==> config.mk <==
export PLATFORM = sky130hd
export DESIGN_NAME = frontend_ctrl_flat
export DESIGN_NICKNAME = d
export VERILOG_FILES = /design/src/rtl/frontend_ctrl_pkg.sv /design/src/rtl/frontend_ctrl_if.sv /design/src/rtl/frontend_ctrl_arb.sv /design/src/rtl/frontend_ctrl.sv /design/src/flat_wrapper.sv
export SDC_FILE = /design/constraint.sdc
export NUM_CORES = 1
export LEC_CHECK = 0
export ABC_AREA = 1
export CAP_MARGIN = 20
export CORE_MARGIN = 3
export CORE_UTILIZATION = 40
export DETAILED_ROUTE_END_ITERATION = 16
export PLACE_DENSITY_LB_ADDON = 0.3
export SYNTH_ARGS = -nofsm -noshare
export SYNTH_HDL_FRONTEND = slang
export SYNTH_SLANG_ARGS = --single-unit
==> constraint.sdc <==
create_clock -name clk -period 1.2 [get_ports clk]
set_input_delay 0.24 -clock clk [delete_from_list [all_inputs] [get_ports clk]]
set_output_delay 0.24 -clock clk [all_outputs]
set_load 0.01 [all_outputs]
==> src/rtl/frontend_ctrl_pkg.sv <==
// ============================================================================
// Package : frontend_pkg
// Brief   : Shared types and defaults for the frontend sequencer.
// Rev     : 1.0  initial release
// ============================================================================
`default_nettype none

package frontend_pkg;

  localparam int XLEN_DEF    = 32;
  localparam int MAX_OUT_DEF = 2;

  typedef enum logic [2:0] {
    IDLE  = 3'd0,
    RUN   = 3'd1,
    DRAIN = 3'd2,
    REDIR = 3'd3,
    HALT  = 3'd4
  } fe_state_t;

  typedef enum logic [1:0] {
    NONE = 2'd0,
    BR   = 2'd1,
    EXC  = 2'd2
  } redir_src_t;

endpackage

`default_nettype wire

==> src/rtl/frontend_ctrl_if.sv <==
// ============================================================================
// Interface : frontend_ctrl_if
// Brief     : Requester / pipeline / imem signals of the frontend sequencer.
//             Optional perf counters appear when FRONTEND_PERF_EN is defined.
// Rev       : 1.0  initial release
// ============================================================================
`default_nettype none

interface frontend_ctrl_if
  import frontend_pkg::*;
#(
  parameter int XLEN = XLEN_DEF
);
  logic            start;
  logic            halt_req;
  logic            exc_valid;
  logic [XLEN-1:0] exc_pc;
  logic            br_valid;
  logic [XLEN-1:0] br_pc;
  logic            decode_ready;
  logic            rename_ready;
  logic            imem_ren;
  logic            imem_valid;
  logic            fetch_en;
  logic            stall;
  logic            redirect_en;
  logic [XLEN-1:0] redirect_pc;
  logic            flush;
  logic            resp_drop;
  logic            redir_busy;
  logic [2:0]      state_o;
`ifdef FRONTEND_PERF_EN
  logic [31:0]     perf_stall_cyc;
  logic [31:0]     perf_redirects;
`endif

  // Controller side
  modport slave (
    input  start, halt_req, exc_valid, exc_pc, br_valid, br_pc,
    input  decode_ready, rename_ready, imem_ren, imem_valid,
    output fetch_en, stall, redirect_en, redirect_pc, flush,
    output resp_drop, redir_busy, state_o
`ifdef FRONTEND_PERF_EN
    , output perf_stall_cyc, perf_redirects
`endif
  );

  // Environment side
  modport master (
    output start, halt_req, exc_valid, exc_pc, br_valid, br_pc,
    output decode_ready, rename_ready, imem_ren, imem_valid,
    input  fetch_en, stall, redirect_en, redirect_pc, flush,
    input  resp_drop, redir_busy, state_o
`ifdef FRONTEND_PERF_EN
    , input perf_stall_cyc, perf_redirects
`endif
  );

endinterface

`default_nettype wire

==> src/rtl/frontend_ctrl_arb.sv <==
// ============================================================================
// Module : fe_redirect_arb
// Brief  : Pending-redirect register. Exception beats branch on capture; a
//          later exception replaces a pending branch while draining; a later
//          branch never replaces anything.
// Rev    : 1.0  initial release
// ============================================================================
`default_nettype none

module fe_redirect_arb
  import frontend_pkg::*;
#(
  parameter int XLEN = XLEN_DEF
) (
  input  wire            clk,
  input  wire            reset_n,
  input  wire            i_cap_en,
  input  wire            i_drain_en,
  input  wire            i_clr,
  input  wire            i_exc_valid,
  input  wire [XLEN-1:0] i_exc_pc,
  input  wire            i_br_valid,
  input  wire [XLEN-1:0] i_br_pc,
  output logic           o_pend_valid,
  output logic [XLEN-1:0] o_pend_pc
);

  redir_src_t      r_src;
  logic [XLEN-1:0] r_pc;

  // Capture, overwrite or retire the pending redirect
  always_ff @(posedge clk or negedge reset_n) begin
    if (!reset_n) begin
      r_src <= NONE;
      r_pc  <= '0;
    end else if (i_clr) begin
      r_src <= NONE;
    end else if (i_cap_en) begin
      if (i_exc_valid) begin
        r_src <= EXC;
        r_pc  <= i_exc_pc;
      end else if (i_br_valid) begin
        r_src <= BR;
        r_pc  <= i_br_pc;
      end
    end else if (i_drain_en && i_exc_valid && (r_src == BR)) begin
      r_src <= EXC;
      r_pc  <= i_exc_pc;
    end
  end

  assign o_pend_valid = (r_src != NONE);
  assign o_pend_pc    = r_pc;

endmodule

`default_nettype wire

==> src/rtl/frontend_ctrl.sv <==
// ============================================================================
// Module : frontend_ctrl
// Brief  : Frontend sequencer: fetch enable / stall, outstanding imem request
//          tracking, redirect flush-drain-redirect sequencing.
//          Define FRONTEND_PERF_EN to add stall-cycle and redirect counters.
// Rev    : 1.0  initial release
// ============================================================================
`default_nettype none

module frontend_ctrl
  import frontend_pkg::*;
#(
  parameter int XLEN    = XLEN_DEF,
  parameter int MAX_OUT = MAX_OUT_DEF
) (
  input wire             clk,
  input wire             reset_n,
  frontend_ctrl_if.slave bus
);

  localparam int            CW        = $clog2(MAX_OUT + 1);
  localparam logic [CW-1:0] C_MAX_OUT = CW'(MAX_OUT);
  localparam logic [CW-1:0] C_ONE     = CW'(1);

  fe_state_t       r_state;
  fe_state_t       w_next;
  logic [CW-1:0]   r_outs;
  logic            r_flush;
  logic            w_req;
  logic            w_stall;
  logic            w_pend_valid;
  logic [XLEN-1:0] w_pend_pc;

  assign w_req = bus.exc_valid | bus.br_valid;

  fe_redirect_arb #(.XLEN(XLEN)) u_arb (
    .clk          (clk),
    .reset_n      (reset_n),
    .i_cap_en     ((r_state == RUN) || (r_state == HALT)),
    .i_drain_en   (r_state == DRAIN),
    .i_clr        (r_state == REDIR),
    .i_exc_valid  (bus.exc_valid),
    .i_exc_pc     (bus.exc_pc),
    .i_br_valid   (bus.br_valid),
    .i_br_pc      (bus.br_pc),
    .o_pend_valid (w_pend_valid),
    .o_pend_pc    (w_pend_pc)
  );

  // Outstanding imem request count; simultaneous issue and return cancel
  always_ff @(posedge clk or negedge reset_n) begin
    if (!reset_n) begin
      r_outs <= '0;
    end else if (bus.imem_ren && !bus.imem_valid) begin
      if (r_outs != C_MAX_OUT) r_outs <= r_outs + C_ONE;
    end else if (bus.imem_valid && !bus.imem_ren) begin
      if (r_outs != '0) r_outs <= r_outs - C_ONE;
    end
  end

  // State register plus a flag marking the first DRAIN cycle (flush pulse)
  always_ff @(posedge clk or negedge reset_n) begin
    if (!reset_n) begin
      r_state <= IDLE;
      r_flush <= 1'b0;
    end else begin
      r_state <= w_next;
      r_flush <= (w_next == DRAIN) && (r_state != DRAIN);
    end
  end

  // Next-state: redirects outrank halt/start; DRAIN waits for the last response
  always_comb begin
    w_next = r_state;
    case (r_state)
      IDLE:  if (bus.start) w_next = RUN;
      RUN: begin
        if (w_req)             w_next = DRAIN;
        else if (bus.halt_req) w_next = HALT;
      end
      HALT: begin
        if (w_req)                            w_next = DRAIN;
        else if (bus.start && !bus.halt_req)  w_next = RUN;
      end
      DRAIN: begin
        if ((r_outs == '0) || ((r_outs == C_ONE) && bus.imem_valid))
          w_next = REDIR;
      end
      REDIR: w_next = bus.halt_req ? HALT : RUN;
      default: w_next = IDLE;
    endcase
  end

  assign w_stall = (r_state == RUN) &&
                   (!bus.decode_ready || !bus.rename_ready || (r_outs == C_MAX_OUT));

  assign bus.fetch_en    = (r_state == RUN);
  assign bus.stall       = w_stall;
  assign bus.redirect_en = (r_state == REDIR);
  assign bus.redirect_pc = (r_state == REDIR) ? w_pend_pc : '0;
  assign bus.flush       = r_flush;
  assign bus.resp_drop   = (r_state == DRAIN) && bus.imem_valid;
  assign bus.redir_busy  = (r_state == DRAIN) || (r_state == REDIR);
  assign bus.state_o     = r_state;

`ifdef FRONTEND_PERF_EN
  logic [31:0] r_perf_stall;
  logic [31:0] r_perf_redir;

  // Free-running, wrapping performance counters
  always_ff @(posedge clk or negedge reset_n) begin
    if (!reset_n) begin
      r_perf_stall <= '0;
      r_perf_redir <= '0;
    end else begin
      if (w_stall)            r_perf_stall <= r_perf_stall + 32'd1;
      if (r_state == REDIR)   r_perf_redir <= r_perf_redir + 32'd1;
    end
  end

  assign bus.perf_stall_cyc = r_perf_stall;
  assign bus.perf_redirects = r_perf_redir;
`endif

  // Protocol checks: no issue beyond the outstanding limit; REDIR always has a target
  always @(posedge clk) begin
    if (reset_n) begin
      assert (!(bus.imem_ren && (r_outs == C_MAX_OUT)));
      assert (!((r_state == REDIR) && !w_pend_valid));
    end
  end

endmodule

`default_nettype wire

==> src/flat_wrapper.sv <==
// flat-port wrapper written by rule: the top's interface ports become plain ports
module frontend_ctrl_flat import frontend_pkg::*;
#(
  parameter int XLEN    = XLEN_DEF,
  parameter int MAX_OUT = MAX_OUT_DEF
)
  (clk, reset_n, bus_start, bus_halt_req, bus_exc_valid, bus_exc_pc, bus_br_valid, bus_br_pc, bus_decode_ready, bus_rename_ready, bus_imem_ren, bus_imem_valid, bus_fetch_en, bus_stall, bus_redirect_en, bus_redirect_pc, bus_flush, bus_resp_drop, bus_redir_busy, bus_state_o);
  frontend_ctrl_if #(.XLEN(XLEN)) bus_i ();
  input wire clk;
  input wire reset_n;
  input wire logic [$bits(bus_i.start)-1:0] bus_start;
  input wire logic [$bits(bus_i.halt_req)-1:0] bus_halt_req;
  input wire logic [$bits(bus_i.exc_valid)-1:0] bus_exc_valid;
  input wire logic [$bits(bus_i.exc_pc)-1:0] bus_exc_pc;
  input wire logic [$bits(bus_i.br_valid)-1:0] bus_br_valid;
  input wire logic [$bits(bus_i.br_pc)-1:0] bus_br_pc;
  input wire logic [$bits(bus_i.decode_ready)-1:0] bus_decode_ready;
  input wire logic [$bits(bus_i.rename_ready)-1:0] bus_rename_ready;
  input wire logic [$bits(bus_i.imem_ren)-1:0] bus_imem_ren;
  input wire logic [$bits(bus_i.imem_valid)-1:0] bus_imem_valid;
  output wire logic [$bits(bus_i.fetch_en)-1:0] bus_fetch_en;
  output wire logic [$bits(bus_i.stall)-1:0] bus_stall;
  output wire logic [$bits(bus_i.redirect_en)-1:0] bus_redirect_en;
  output wire logic [$bits(bus_i.redirect_pc)-1:0] bus_redirect_pc;
  output wire logic [$bits(bus_i.flush)-1:0] bus_flush;
  output wire logic [$bits(bus_i.resp_drop)-1:0] bus_resp_drop;
  output wire logic [$bits(bus_i.redir_busy)-1:0] bus_redir_busy;
  output wire logic [$bits(bus_i.state_o)-1:0] bus_state_o;
  assign bus_i.start = bus_start;
  assign bus_i.halt_req = bus_halt_req;
  assign bus_i.exc_valid = bus_exc_valid;
  assign bus_i.exc_pc = bus_exc_pc;
  assign bus_i.br_valid = bus_br_valid;
  assign bus_i.br_pc = bus_br_pc;
  assign bus_i.decode_ready = bus_decode_ready;
  assign bus_i.rename_ready = bus_rename_ready;
  assign bus_i.imem_ren = bus_imem_ren;
  assign bus_i.imem_valid = bus_imem_valid;
  assign bus_fetch_en = bus_i.fetch_en;
  assign bus_stall = bus_i.stall;
  assign bus_redirect_en = bus_i.redirect_en;
  assign bus_redirect_pc = bus_i.redirect_pc;
  assign bus_flush = bus_i.flush;
  assign bus_resp_drop = bus_i.resp_drop;
  assign bus_redir_busy = bus_i.redir_busy;
  assign bus_state_o = bus_i.state_o;
  frontend_ctrl #(.XLEN(XLEN), .MAX_OUT(MAX_OUT)) u_core (.clk(clk), .reset_n(reset_n), .bus(bus_i));
endmodule
==> reports/metrics.yaml <==
status: "complete, but fails checks"
failed_checks: "setup timing"
num_rows: 30
drtPass1Iterations: 5
synthXorXnorAreaFrac: 0.00606
pwr-share-comb: 0.762
syn_area_mm2: 0.00289
finalCriticalPeriod_ns: 1.85
max_freq_mhz: 541
syn_to_final_growth_pct: 103
synth_commonest_cells: "nand2_1 (149), inv_1 (78), nor2_1 (48)"
ios: 115
pre_cts_ws_ns: -0.584
power.density_mw_per_mm2: 2410
rsz0062_at_grt: "true"
overflow: 0
finalWorstSetupSlack_ns: -0.648
wl_per_cell_um: 18.8
hold_path_class: "in -> async"
antenna_found_initial: 0
p_leak_uw: 0.00290
grt_max_degree: 37
critPathSlowestCell: "dfrtp_2"
worst_pin_slew_ns: 0.388
vias_per_cell: 5.29
synth_top_family_by_area: "simple AND/OR/NAND/NOR gates"
hold-worst-slack_ns: 0.460
syn_inst: 460
critPathLaunchType: "flip-flop"
synth_cell_types: 24
yosysMostFrequentCell: "nand2_1"
synth_compound_area_frac: 0.133
synth_top_area_cell: "dfrtp_1"
synthSimpleGateAreaFrac: 0.332
fin_crit_sh: 1.54
drive_gt1_frac: 0.419
clk_latency_ns: 0.30
hold_viol: 0
portBuffers: 114
cts_num_sinks: 40
async_flop_share: 1.00
met1_usage: 0.314
slowest_delay_ns: 0.43
start_util: 0.419
grt_util_all_layers: 0.273
power_switching_uw: 6310
maxCapViolCount: 0
clock-skew-final_ns: 0.00637
grtUsageMet3: 0.0663
coreArea_mm2: 0.00691
synth-edff-count: 0
yosys.area.top_type_share: 0.346
die-area_mm2: 0.00829
cp.required_ns: 1.44
synthMuxAreaShare: 0
gp_congestion: 0.817
slew_viol_final: 0
nFillCells: 375
top_usage_layer: "met2"
clockPowerShare: 0.065
cts_max_level: 2
synth_area_leaders: "dfrtp_1 (35%), nand2_1 (19%), inv_1 (10%)"
cts_buffer_depth: 2
grtUsageMet2: 0.489
seq_area_frac_synth: 0.346
p_int_uw: 7820
drc: 0
fin_util: 0.850
cts_tree: "done"
dp_hpwl_um: 6600
synth-main-ff-cell: "dfrtp_1"
synth_nets: 537
n_antenna_cell: 0
fp.dieW_um: 91.0
multiInputGateArea_mm2: 0.00194
setup_violations: 80
clkTransAtPathRegs_ns: 0.09
ant_nets: 0
cp_max_fo: 7
cp_cell_sequence: "inv_4 -> buf_4 -> buf_6 -> nand3_4 -> buf_6 -> nor2_4 -> clkinv_4 -> nand2_8 -> buf_12 -> buf_16 -> nand2_1 -> nand2_1"
vias: 4003
die_h_um: 91.0
root_buffer: "clkbuf_8"
grt_pass1_vias: 3843
seq_power_share: 0.173
synth_fa_ha_area_frac: 0.0130
regArea_mm2: 0.00100
slew_headroom: 0.739
cp.arrival_ns: 2.09
grt_pass1_wl_um: 18300
ir_drop_mv: 1.54
numCtsBuffers: 5
worst-setup-path-type: "reg -> reg"
synth.avg_cell_area_um2: 6.29
drt-initial-drc-count: 249
final_net_count: 737
synth_seq_cells: 40
yosysWarningCount: 0
switching_share: 0.447
crit_path_end_kind: "flip-flop"
wl_um: 14200
==> stage by stage <==
| step | area [µm²] | TNS (ns) | instances | total power, µW |
|---|---|---|---|---|
| 6_report | 5870 | -39.18 | 757 | 14100 |
| 5_1_grt | 5870 | -42.96 | 757 | 14800 |
| 4_1_cts | 5400 | -33.75 | 746 | 12300 |
| 3_5_place_dp | 4590 | -35.94 | 705 | 8240 |
| 3_3_place_gp | 4590 | -33.40 | 705 | 8010 |
| 2_1_floorplan | 2990 | -7.99 | 460 | 5860 |
==> critical path, delay by kind of cell (launching register included) <==
family | cells | cell delay [ns]
buf+inv | 7 | 0.82
simple gates | 5 | 0.51
flops | 1 | 0.43
==> repair_timing <==
action                                 in CTS  in global routing
hold buffers                                1                  0
buffers inserted                           21                 18
resized for setup                         245                121
gates cloned                               13                  5
setup endpoints to repair                  80                 81
endpoints found under the hold margin      40                  0
pin swaps                                  10                 38
==> power groups by stage <==
stage                     registers, µW  logic [µW]  clock network, µW
final                              2450       10800                922
after global routing               2500       11400                975
after CTS                          2330        9070                874
after detailed placement           2330        5910                  0
after global placement             2320        5690                  0
after floorplan                    2340        3510                  0
==> flip-flops by register name, summed over array words and instances, names as in the netlist <==
signal / flops
u_core.u_arb.o_pend_pc: 32
u_core.bus.state_o: 3
u_core.bus.flush: 1
u_core.u_arb.r_src: 2
u_core.r_outs: 2
==> routing by layer <==
| metal | share of wire | routed length (µm) |
|---|---|---|
| met1 | 0.37 | 5280 |
| met5 | 0 | 0 |
| met3 | 0.079 | 1120 |
| met4 | 0.042 | 604 |
| met2 | 0.51 | 7210 |
==> layout by cell type (no fill, tap or decap), types with 4 or more instances in the layout <==
cell type / netlist / final
buf_6: 7 / 48
nand3_1: 34 / 24
nor2_2: 0 / 19
nand2_4: 1 / 8
buf_4: 3 / 45
o21ai_0: 45 / 36
clkbuf_16: 0 / 5
o21ai_1: 17 / 11
buf_2: 6 / 20
buf_8: 2 / 4
nor2_1: 48 / 11
nand3_2: 2 / 10
inv_2: 3 / 6
inv_1: 78 / 71
o21ai_2: 5 / 19
clkbuf_8: 0 / 5
nor2_4: 0 / 18
nand2_1: 149 / 113
buf_16: 0 / 8
nand2_2: 2 / 28
dfrtp_1: 40 / 37
clkdlybuf4s50_1: 0 / 72
buf_12: 0 / 14
==> area by class of cell <==
cell class	instances	area share
Clock buffer	7	0.0130
Clock inverter	1	0.000853
Inverter	81	0.0543
Multi-Input combinational cell	314	0.331
Sequential cell	40	0.171
Tap cell	96	0.0205
Timing Repair Buffer	218	0.410
==> cell families (layout without fill, tap and decap cells) <==
| kind of cell | after synthesis | count (layout) |
|---|---|---|
| AOI/OAI and AO/OA | 72 | 72 |
| xor gates and xnor gates | 2 | 2 |
| adders and majority gates | 3 | 3 |
| buffers and inverters | 106 | 307 |
| DFF | 40 | 40 |
| and+or+nand+nor | 237 | 237 |
==> path summary, 6_finish.rpt <==
kind | from | endpoint | slack, ns | depth (start not counted)
min | reset_n | u_core.u_arb.o_pend_pc[29] | 0.46 | 3
min reg2reg | u_core.u_arb.o_pend_pc[29] | u_core.u_arb.o_pend_pc[29] | 0.51 | 2
max reg2reg | u_core.bus.state_o[2] | u_core.u_arb.o_pend_pc[9] | -0.65 | 12
max | u_core.bus.state_o[2] | u_core.u_arb.o_pend_pc[9] | -0.65 | 12
max in group asynchronous | reset_n | u_core.u_arb.o_pend_pc[17] | 0.48 | 3
min in group clk | u_core.u_arb.o_pend_pc[29] | u_core.u_arb.o_pend_pc[29] | 0.51 | 2
Note: power is estimated with default switching activity, not from simulation.
